## src/rtl/alu_share_arbiter.sv

```systemverilog
// Time-shares one combinational ALU among NREQ requesters: accept, execute for one cycle, respond.
// Define ALU_ARB_FIXED_PRIO_EN for lowest-index-first selection instead of round-robin.
module alu_share_arbiter #(
  parameter int WIDTH = 19,
  parameter int NREQ  = 4,
  parameter int IDW   = $clog2(NREQ)
) (
  input  logic                    clk,
  input  logic                    rst_n,
  input  logic [NREQ-1:0]         req_valid,
  output logic [NREQ-1:0]         req_ready,
  input  logic [NREQ*WIDTH-1:0]   req_a,
  input  logic [NREQ*WIDTH-1:0]   req_b,
  input  logic [NREQ*3-1:0]       req_op,
  output logic [NREQ-1:0]         rsp_valid,
  input  logic [NREQ-1:0]         rsp_ready,
  output logic [WIDTH-1:0]        rsp_result,
  output logic [2:0]              rsp_flags,
  output logic [WIDTH-1:0]        alu_a,
  output logic [WIDTH-1:0]        alu_b,
  output logic [2:0]              alu_ctrl,
  input  logic [WIDTH-1:0]        alu_result,
  input  logic                    alu_zero,
  input  logic                    alu_ovf,
  input  logic                    alu_neg,
  output logic                    busy,
  output logic [IDW-1:0]          grant_id
);

  typedef enum logic [1:0] {IDLE = 2'd0, EXEC = 2'd1, RESP = 2'd2} state_t;

  state_t           state;
  logic [IDW-1:0]   rr_ptr;
  logic [IDW-1:0]   sel_idx;
  logic             sel_found;
  logic [WIDTH-1:0] op_a_p0;
  logic [WIDTH-1:0] op_b_p0;
  logic [2:0]       op_c_p0;

  function automatic logic [IDW-1:0] wrap_inc(input logic [IDW-1:0] p);
    return (p == IDW'(NREQ - 1)) ? '0 : p + 1'b1;
  endfunction

  // First asserted request at or after rr_ptr, wrapping past NREQ-1 back to 0.
  always_comb begin
    int             idx;
    logic [IDW-1:0] cand;
    sel_found = 1'b0;
    sel_idx   = '0;
    idx       = 0;
    cand      = '0;
    for (int k = 0; k < NREQ; k++) begin
      idx = int'(rr_ptr) + k;
      if (idx >= NREQ) idx = idx - NREQ;
      cand = IDW'(idx);
      if (!sel_found && req_valid[cand]) begin
        sel_found = 1'b1;
        sel_idx   = cand;
      end
    end
  end

  always_comb begin
    req_ready = '0;
    if (state == IDLE && sel_found) req_ready = NREQ'(1) << sel_idx;
  end

  assign alu_a    = op_a_p0;
  assign alu_b    = op_b_p0;
  assign alu_ctrl = op_c_p0;

  always_ff @(posedge clk or negedge rst_n) begin
    if (!rst_n) begin
      state      <= IDLE;
      rr_ptr     <= '0;
      grant_id   <= '0;
      op_a_p0    <= '0;
      op_b_p0    <= '0;
      op_c_p0    <= '0;
      rsp_result <= '0;
      rsp_flags  <= '0;
      rsp_valid  <= '0;
      busy       <= 1'b0;
    end else begin
      case (state)
        // Stage 0: latch the winner's operands; they drive the ALU until the next accept.
        IDLE: begin
          if (sel_found) begin
            op_a_p0  <= req_a[sel_idx*WIDTH +: WIDTH];
            op_b_p0  <= req_b[sel_idx*WIDTH +: WIDTH];
            op_c_p0  <= req_op[sel_idx*3 +: 3];
            grant_id <= sel_idx;
            busy     <= 1'b1;
            state    <= EXEC;
          end
        end
        // Stage 1: capture the ALU outputs produced from the stage-0 operands.
        EXEC: begin
          rsp_result <= alu_result;
          rsp_flags  <= {alu_neg, alu_ovf, alu_zero};
          rsp_valid  <= NREQ'(1) << grant_id;
          state      <= RESP;
        end
        // Stage 2: hold the response until the granted requester takes it.
        RESP: begin
          if (|(rsp_valid & rsp_ready)) begin
            rsp_valid <= '0;
            busy      <= 1'b0;
            state     <= IDLE;
`ifdef ALU_ARB_FIXED_PRIO_EN
            rr_ptr    <= '0;
`else
            rr_ptr    <= wrap_inc(grant_id);
`endif
          end
        end
        default: state <= IDLE;
      endcase
    end
  end

endmodule

```

## config.mk

```make
export PLATFORM = sky130hd
export DESIGN_NAME = alu_share_arbiter
export DESIGN_NICKNAME = d
export VERILOG_FILES = /design/src/rtl/alu_share_arbiter.sv
export SDC_FILE = /design/constraint.sdc
export NUM_CORES = 1
export LEC_CHECK = 0
export CORE_AREA = 3 3 107 129
export DETAILED_ROUTE_END_ITERATION = 16
export DIE_AREA = 0 0 110 132
export PLACE_DENSITY = 0.87
export SYNTH_ARGS = -nofsm -noshare
export SYNTH_HDL_FRONTEND = slang
export SYNTH_SLANG_ARGS = --single-unit
```

## constraint.sdc

```tcl
create_clock -name clk -period 1.6 [get_ports clk]
set_input_delay 0.24 -clock clk [delete_from_list [all_inputs] [get_ports clk]]
set_output_delay 0.24 -clock clk [all_outputs]
set_load 0.03 [all_outputs]
```

==> results of run 1 <==
cell usage after synthesis:
cell type / count
a21boi_1: 1
a21oi_1: 1
a22oi_1: 2
buf_2: 1
buf_4: 4
buf_6: 13
clkbuf_1: 10
dfrtp_1: 74
ha_1: 4
inv_1: 3
inv_6: 1
mux2_1: 2
mux2i_1: 82
nand2_1: 116
nand2_2: 1
nand2_4: 1
nand2b_1: 2
nor2_1: 5
nor2_2: 2
nor2b_1: 5
nor3b_1: 1
nor4_1: 1
o21ai_0: 6
o21ai_1: 5
o221ai_1: 3
o221ai_2: 39
o32a_1: 1
o32ai_2: 1
or3_1: 1
or3_4: 1
state kept, by name, summed over array words and instances (netlist names), 3 cells and up:
register    count
rsp_valid       4
alu_ctrl        3
rsp_flags       3
alu_b          19
alu_a          19
rsp_result     19
stage by stage:
stage          TNS (ps)  std cells
2_1_floorplan      -259        389
3_3_place_gp     -24370        837
3_5_place_dp     -28390        837
4_1_cts          -15860        872
5_1_grt          -18870        873
6_report         -15910        873
worst max-delay path, stage by stage, from the launching register on:
cell     delay, ps
dfrtp_1        410
or3_4          400
or3_4          420
nor2_4         130
buf_12         130
timing repair:
item	CTS	global route
endpoints found under the setup margin	105	60
gates cloned	11	0
pin swaps	15	3
hold buffers	1	0
resized for setup	141	37
endpoints found under the hold margin	74	0
buffers inserted	9	1
kinds of logic after synthesis:
kind of cell | after synthesis | share of synthesized area (%)
fa+ha+maj | 4 | 1.17
mux | 84 | 19.8
compound gates | 59 | 16.9
simple gates | 136 | 13.1
flops | 74 | 43.4
buf+inv | 32 | 5.60
worst paths after layout:
check	depth (start not counted)	from	slack (ps)	to
hold / removal	3	alu_result[1]	440	rsp_result[1]$_DFFE_PN0P_
setup reg to reg	11	rr_ptr[0]$_DFFE_PN0P_	-410	alu_ctrl[0]$_DFFE_PN0P_
min in group asynchronous	3	rst_n	490	rsp_flags[2]$_DFFE_PN0P_
hold reg to reg	2	rsp_result[2]$_DFFE_PN0P_	470	rsp_result[2]$_DFFE_PN0P_
setup / recovery	4	state[0]$_DFFE_PN0P_	-460	req_ready[3]
max in group asynchronous	3	rst_n	800	rr_ptr[0]$_DFFE_PN0P_
power by group through the flow:
stage	Sequential, W	Clock, W	Combinational, W
after global placement	0.00333	0	0.00901
after detailed placement	0.00338	0	0.00929
after global routing	0.00347	0.00213	0.0113
after CTS	0.00336	0.00203	0.0105
after floorplan	0.00498	0	0.00389
final	0.00336	0.00198	0.0107
layout make-up:
class	instances	area [µm²]
Sequential cell	74	1850
Tap cell	164	205
Clock inverter	2	37.5
Clock buffer	13	250
Inverter	4	22.5
Fill cell	925	4140
Timing Repair Buffer	333	3600
Multi-Input combinational cell	283	2560
layer usage:
layer	global-route usage (%)	vias to the layer above	wire (µm)
met5	0	-	13
met1	24.2	2076	6220
met3	7.35	37	1630
li1	-	2032	-
met2	41.4	219	9190
met4	8.25	2	459
layout by cell type (no fill, tap or decap), drive strengths merged:
cell type      synthesis  layout
a21boi                 1       1
a21oi                  1       1
a22oi                  2       2
buf                   18      65
bufbuf                 0       3
bufinv                 0       1
clkbuf                10      13
clkdlybuf4s50          0     190
clkinvlp               0       1
dfrtp                 74      74
dlygate4sd2            0      61
dlygate4sd3            0       1
dlymetal6s2s           0      13
ha                     4       4
inv                    4       4
mux2                   2       2
mux2i                 82      82
nand2                118     118
nand2b                 2       2
nor2                   7       7
nor2b                  5       5
nor3b                  1       1
nor4                   1       1
o21ai                 11      11
o221ai                42      42
o32a                   1       1
o32ai                  1       1
or3                    2       2
==> flow_summary.ini, run 1 <==
[final_layout]
diodes = 0
post-route-util_pct = 67.3
syn_to_final_growth_pct = 100
fin_nets = 905
drive_gt1_share_pct = 25.7
design_area_um2 = 8530

[worst_setup_path]
crit_path_end_kind = output port
cp.required_ps = 1360
critPathKind = reg -> out
arrival_ps = 1820
path_max_fanout = 3
start_kind = flop

[clock_tree]
clockBufferDepth = 2
clk-insertion-delay-late_ps = 330
numCtsBuffers = 9
h-tree-depth = 3
cts_tree = built
clockRootBuffer = clkbuf_16
clkTransAtPathRegs_ps = 60
clock_sinks = 74

[drt]
drtIter0Drc = 149
drcViolationCount = 0
vias = 4366
ant_nets = 0
wire_per_inst_um = 20.1
totalWireLength_mm = 17.5
viasPerCell = 5.00
drt_pass1_iterations = 5

[global_route]
track_usage_pct = 22.9
grt_pass1_wl_mm = 25.8
globalRouteOverflowTotal = 0
antenna_found_initial = 1
grt_max_degree = 75
grt_pass1_vias = 4884

[sta]
max_freq_mhz = 486
fin_crit_ps = 2060
slew_viol_final = 0
fin_skew_ps = 6.96
layout_setup_ws_ps = -458
tightest_slew_ps = 552
final-hold-violation-count = 0
finalCritPeriodShare_pct = 129
slew_headroom_pct = 63.1
whs_ps = 445
setup_violations = 46
rsz0062_at_grt = yes

[floorplanning]
rows = 45
die_area_um2 = 14500
boundaryPins = 270
start_util_pct = 33.7
dieWidth_um = 110
die_h_um = 132
core_region_area_um2 = 12700

[logic_synthesis]
synth_cell_types = 30
syn_area_per_cell_um2 = 11.0
synth-seq-cells = 74
synth.largest_area_cell = dfrtp_1
yosys.area.top_type_share_pct = 43.4
ys_seq_area_share_pct = 43.4
syn-cell-area_um2 = 4260
syn_inst = 389
synth_warnings = 0
synthTopCellsByArea = dfrtp_1 (43%), mux2i_1 (19%), o221ai_2 (14%)
synth_nets = 589

[power_and_ir_drop]
clockPowerShare_pct = 12.4
peakVddDrop_mv = 1.20
power_w = 0.0160
combPwrFrac_pct = 66.7
swShare_pct = 43.1
power_density_nw_per_um2 = 1880
power_frac_seq_pct = 21.0
internal_power_w = 0.00911
p_sw_w = 0.00691
p_leak_nw = 3.91

[placed_design]
port-buffer-count = 269
post-place-ws_ps = -721
place_congestion = 0.792
post_dp_cell_area_um2 = 7420
dpl.hpwl_mm = 12.0

[hold_path]
min_path_type = in -> reg

[run_status]
violations = setup timing
status = complete, but fails checks

[run]
max-cap-violations = 0
(Power assumes the default switching activity.)
==> inputs of run 2 (changes only) <==
--- a/config.mk
+++ b/config.mk
@@ -5,10 +5,13 @@
 export SDC_FILE = /design/constraint.sdc
 export NUM_CORES = 1
 export LEC_CHECK = 0
-export CORE_AREA = 3 3 107 129
+export CELL_PAD_IN_SITES_DETAIL_PLACEMENT = 2
+export CELL_PAD_IN_SITES_GLOBAL_PLACEMENT = 2
+export CORE_AREA = 3 3 141 171
 export DETAILED_ROUTE_END_ITERATION = 16
-export DIE_AREA = 0 0 110 132
+export DIE_AREA = 0 0 144 174
 export PLACE_DENSITY = 0.87
+export SETUP_SLACK_MARGIN = 0.05
 export SYNTH_ARGS = -nofsm -noshare
 export SYNTH_HDL_FRONTEND = slang
 export SYNTH_SLANG_ARGS = --single-unit
==> run 2 against run 1 <==
The flow still finishes with violations (setup timing). Sequential power about the same. Flip-flop and latch count did not move. Count of clock-buffer cells in the layout decreased by 4. Clock skew up 1.6 ps. Utilization shrank 28 points. Sequential share of layout area is 0.89 points lower. Final cell count grew 13%. First-iteration DRC count shrank 52%. Combinational power barely moved. Die area up 73%. Global-route usage shrank 6.9 points. Wire length rose by 24%. Critical path type unchanged. Largest cell class unchanged.
==> flow_summary.ini, run 2 (synthesized netlist as in run 1, its figures left out) <==
[clock_tree]
clock_sinks = 74
h-tree-depth = 3
clockRootBuffer = clkbuf_16
clkTransAtPathRegs_ps = 70
cts_tree = built
clk-insertion-delay-late_ps = 340
clockBufferDepth = 2
numCtsBuffers = 9

[floorplanning]
die_area_um2 = 25100
core_region_area_um2 = 22400
start_util_pct = 19.0
die_h_um = 174
rows = 60
boundaryPins = 270
dieWidth_um = 144

[final_layout]
post-route-util_pct = 39.6
drive_gt1_share_pct = 29.0
fin_nets = 905
syn_to_final_growth_pct = 108
final_cell_mix = clkdlybuf4s50_1 (190), nand2_1 (116), dlygate4sd2_1 (74)
fillers = 2345
layout_commonest_cell = clkdlybuf4s50_1
diodes = 0
ff_latch_area_um2 = 1850
multi_input_area_um2 = 2850

[power_and_ir_drop]
power_frac_seq_pct = 20.1
combPwrFrac_pct = 65.6
peakVddDrop_mv = 1.01
p_sw_w = 0.00746
power_w = 0.0168
p_leak_nw = 3.75
power_density_nw_per_um2 = 1890
internal_power_w = 0.00935
swShare_pct = 44.4
clockPowerShare_pct = 14.3

[sta]
fin_crit_ps = 2080
slew_viol_final = 0
max_freq_mhz = 480
setup_violations = 46
fin_skew_ps = 8.59
whs_ps = 301
final-hold-violation-count = 0
final.setup.tns_ps = -17600
rsz0062_at_grt = yes
slew_headroom_pct = 61.2
finalCritPeriodShare_pct = 130
layout_setup_ws_ps = -484
tightest_slew_ps = 580

[run_status]
violations = setup timing
status = complete, but fails checks

[worst_setup_path]
critPathKind = reg -> out
rr_startpoint = rr_ptr[0]$_DFFE_PN0P_
arrival_ps = 1840
rr_endpoint = alu_b[15]$_DFFE_PN0P_
worstRegToRegCells = 10
start_kind = flop
crit_path_end_kind = output port
rrSetupSlack_ps = -440
path_max_fanout = 4
cp.required_ps = 1360

[drt]
drt_pass1_iterations = 4
totalWireLength_mm = 21.7
wire_per_inst_um = 21.9
vias = 4468
drtIter0Drc = 72
viasPerCell = 4.52
drcViolationCount = 0
ant_nets = 0

[global_route]
track_usage_pct = 16.0
grt_max_degree = 30
grt_pass1_vias = 5116
antenna_found_initial = 0
grt_pass1_wl_mm = 30.7
globalRouteOverflowTotal = 0

[hold_path]
min_path_type = in -> async

[placed_design]
place_congestion = 0.762
post-place-ws_ps = -697
dpl.hpwl_mm = 15.4
port-buffer-count = 269

[run]
max-cap-violations = 0
## run 2: routing by layer
layer  vias to the layer above  GRT usage (%)  routed length (µm)
li1                       2036              -                   -
met5                         -              0                   0
met3                        22           4.27                1410
met1                      2241           16.7                7520
met4                         0           3.96                 407
met2                       169           30.9               12300
## run 2: per-stage QoR
| stage | instances | area [µm²] |
|---|---|---|
| finish | 989 | 8890 |
| global route | 989 | 8890 |
| CTS | 978 | 8270 |
| detailed placement | 952 | 7600 |
| global placement | 952 | 7600 |
| floorplan | 389 | 4350 |
## run 2: area by class of cell
class,instances,area share [%]
Timing Repair Buffer,333,39.1
Clock buffer,9,2.53
Tap cell,279,3.93
Multi-Input combinational cell,283,32.0
Clock inverter,7,1.31
Sequential cell,74,20.8
Inverter,4,0.225
## run 2: worst max path at each step
stage,start,endpoint,slack [ps],depth (start not counted)
global route,rr_ptr[0]$_DFFE_PN0P_,req_ready[0],-530,6
finish,rr_ptr[0]$_DFFE_PN0P_,req_ready[3],-480,6
CTS,state[0]$_DFFE_PN0P_,req_ready[3],-510,4
floorplan,state[0]$_DFFE_PN0P_,req_ready[1],-140,4
global placement,req_valid[0],req_ready[1],-640,6
detailed placement,req_valid[0],req_ready[1],-700,6
## run 2: worst max-delay path: stages, from the launching register on
cell,delay (ps)
dfrtp_2,470
nor2b_4,80
o21ai_4,170
o21ai_2,100
or3_4,440
nor2_4,110
buf_6,130
## run 2: power groups by stage
| stage | registers [W] | clock network [W] | logic (W) |
|---|---|---|---|
| 2_1_floorplan | 0.00499 | 0 | 0.00406 |
| 3_3_place_gp | 0.00334 | 0 | 0.00948 |
| 3_5_place_dp | 0.00340 | 0 | 0.00974 |
| 4_1_cts | 0.00337 | 0.00250 | 0.0100 |
| 5_1_grt | 0.00350 | 0.00258 | 0.0118 |
| 6_report | 0.00338 | 0.00241 | 0.0110 |
## run 2: timing repair
action	CTS	global route
gates resized for setup	131	93
setup endpoints to repair	143	46
endpoints found under the hold margin	12	0
pin swaps	5	9
hold buffers	1	0
cloned	3	4
setup buffers	6	10
==> inputs of run 3 (changes only) <==
--- a/config.mk
+++ b/config.mk
@@ -10,6 +10,7 @@
 export CORE_AREA = 3 3 141 171
 export DETAILED_ROUTE_END_ITERATION = 16
 export DIE_AREA = 0 0 144 174
+export MAX_ROUTING_LAYER = met4
 export PLACE_DENSITY = 0.87
 export SETUP_SLACK_MARGIN = 0.05
 export SYNTH_ARGS = -nofsm -noshare
==> run 3 against run 2 <==
The flow still finishes with violations (setup timing). Die area unchanged. Worst hold slack better by 1.7 ps. Maximum frequency about the same. Largest power group unchanged. Combinational power barely moved. Global-route usage increased by 0.46 points. Utilization unchanged. Non-clock buffer count is the same. Critical path depth unchanged. Clock power about the same. Via count shrank 0.38%. Wire length about the same.
==> flow_summary.ini, run 3 (synthesized netlist as in run 1, its figures left out) <==
[run_status]
status = complete, but fails checks
violations = setup timing

[clock_tree]
clockBufferDepth = 2
h-tree-depth = 3
clkTransAtPathRegs_ps = 60
clockRootBuffer = clkbuf_16
clock_sinks = 74
clk-insertion-delay-late_ps = 340
cts_tree = built
numCtsBuffers = 9

[sta]
slew_headroom_pct = 61.5
setup_violations = 46
final-hold-violation-count = 0
fin_skew_ps = 7.42
max_freq_mhz = 480
slew_viol_final = 0
fin_crit_ps = 2080
layout_setup_ws_ps = -483
final.setup.tns_ps = -17700
rsz0062_at_grt = yes
finalCritPeriodShare_pct = 130
tightest_slew_ps = 576

[worst_setup_path]
rr_startpoint = rr_ptr[0]$_DFFE_PN0P_
rrSetupSlack_ps = -440
crit_path_end_kind = output port
worstRegToRegCells = 10
rr_endpoint = alu_b[15]$_DFFE_PN0P_
start_kind = flop
path_max_fanout = 4
critPathMaxStageDelay_ps = 470
arrival_ps = 1840
critPathKind = reg -> out
cp_slowest_cell = dfrtp_2
crit_chain = nor2b_4 -> o21ai_4 -> o21ai_2 -> or3_4 -> nor2_4 -> buf_6
cp.required_ps = 1360

[final_layout]
design_area_um2 = 8890
finalNonFillerCells = 989
multi_input_area_um2 = 2850
drive_gt1_share_pct = 29.0
final_cell_mix = clkdlybuf4s50_1 (190), nand2_1 (116), dlygate4sd2_1 (74)
diodes = 0
fin_nets = 905
syn_to_final_growth_pct = 108
ff_latch_area_um2 = 1850
layout_commonest_cell = clkdlybuf4s50_1
fillers = 2339

[placed_design]
place_congestion = 0.772
dpl.hpwl_mm = 15.4
post_dp_cell_area_um2 = 7600
post-place-ws_ps = -697
port-buffer-count = 269
dp.cells = 952

[power_and_ir_drop]
power_frac_seq_pct = 20.1
swShare_pct = 44.4
internal_power_w = 0.00935
peakVddDrop_mv = 1.01
power_density_nw_per_um2 = 1890
clockPowerShare_pct = 14.3
p_leak_nw = 3.75
combPwrFrac_pct = 65.6
p_sw_w = 0.00746

[drt]
vias = 4451
viasPerCell = 4.50
drt_pass1_iterations = 4
drtIter0Drc = 54
ant_nets = 0
totalWireLength_mm = 21.7
drcViolationCount = 0
wire_per_inst_um = 21.9

[run]
max-cap-violations = 0

[global_route]
grt_pass1_vias = 5106
grt_pass1_wl_mm = 30.6
globalRouteOverflowTotal = 0
antenna_found_initial = 0
grt_max_degree = 30
track_usage_pct = 16.4

[floorplanning]
core_region_area_um2 = 22400
dieWidth_um = 144
die_area_um2 = 25100
start_util_pct = 19.0
die_h_um = 174
rows = 60
boundaryPins = 270

[hold_path]
min_path_type = in -> async
run 3: cell counts in the layout (fill, tap and decap cells not counted):
No cell type changed its count.
run 3: through the flow:
step / utilization, % / hold slack (ps) / total power (W)
2_1_floorplan: - / -55.6 / 0.00904
6_report: 39.6 / 303 / 0.0168
5_1_grt: 39.6 / 300 / 0.0179
3_5_place_dp: 33.9 / 118 / 0.0131
3_3_place_gp: 33.9 / 112 / 0.0128
4_1_cts: 36.8 / 286 / 0.0159
run 3: layout make-up:
class                      instances  share of cell area (%)
inverter                           4                   0.225
clock inverter                     7                    1.31
sequential                        74                    20.8
tap                              279                    3.93
multi-input combinational        283                    32.0
timing repair buffer             333                    39.1
clock buffer                       9                    2.53
run 3: worst max-delay path by stage:
stage	from	end	slack, ps	depth (start not counted)
final	rr_ptr[0]$_DFFE_PN0P_	req_ready[3]	-480	6
after CTS	state[0]$_DFFE_PN0P_	req_ready[3]	-510	4
after global routing	rr_ptr[0]$_DFFE_PN0P_	req_ready[0]	-530	6
after floorplan	state[0]$_DFFE_PN0P_	req_ready[1]	-140	4
after global placement	req_valid[0]	req_ready[1]	-640	6
after detailed placement	req_valid[0]	req_ready[1]	-700	6
run 3: worst max-delay path: cells and delay by family, from the launching register on:
kind | cells | cell delay (ps)
DFF | 1 | 470
and+or+nand+nor | 3 | 630
AOI/OAI and AO/OA | 2 | 260
buffers and inverters | 1 | 130
run 3: power by group through the flow:
| stage | clock (W) | sequential, W | combinational, W |
|---|---|---|---|
| global placement | 0 | 0.00334 | 0.00948 |
| detailed placement | 0 | 0.00340 | 0.00974 |
| finish | 0.00240 | 0.00338 | 0.0110 |
| CTS | 0.00250 | 0.00337 | 0.0100 |
| global route | 0.00258 | 0.00350 | 0.0118 |
| floorplan | 0 | 0.00499 | 0.00406 |
run 3: per-layer routing:
layer / vias up / part of all wire (%) / GRT usage [%]
met5: - / 0 / -
met4: 0 / 2.0 / 3.96
li1: 2035 / - / -
met2: 158 / 56 / 30.8
met1: 2236 / 35 / 16.9
met3: 22 / 6.2 / 4.21
run 3: timing repair:
action                                  CTS  global route
endpoints found under the hold margin    12             0
gates resized for setup                 131            93
endpoints found under the setup margin  143            46
hold buffers                              1             0
cloned                                    3             4
pin swaps                                 5             9
setup buffers                             6            10
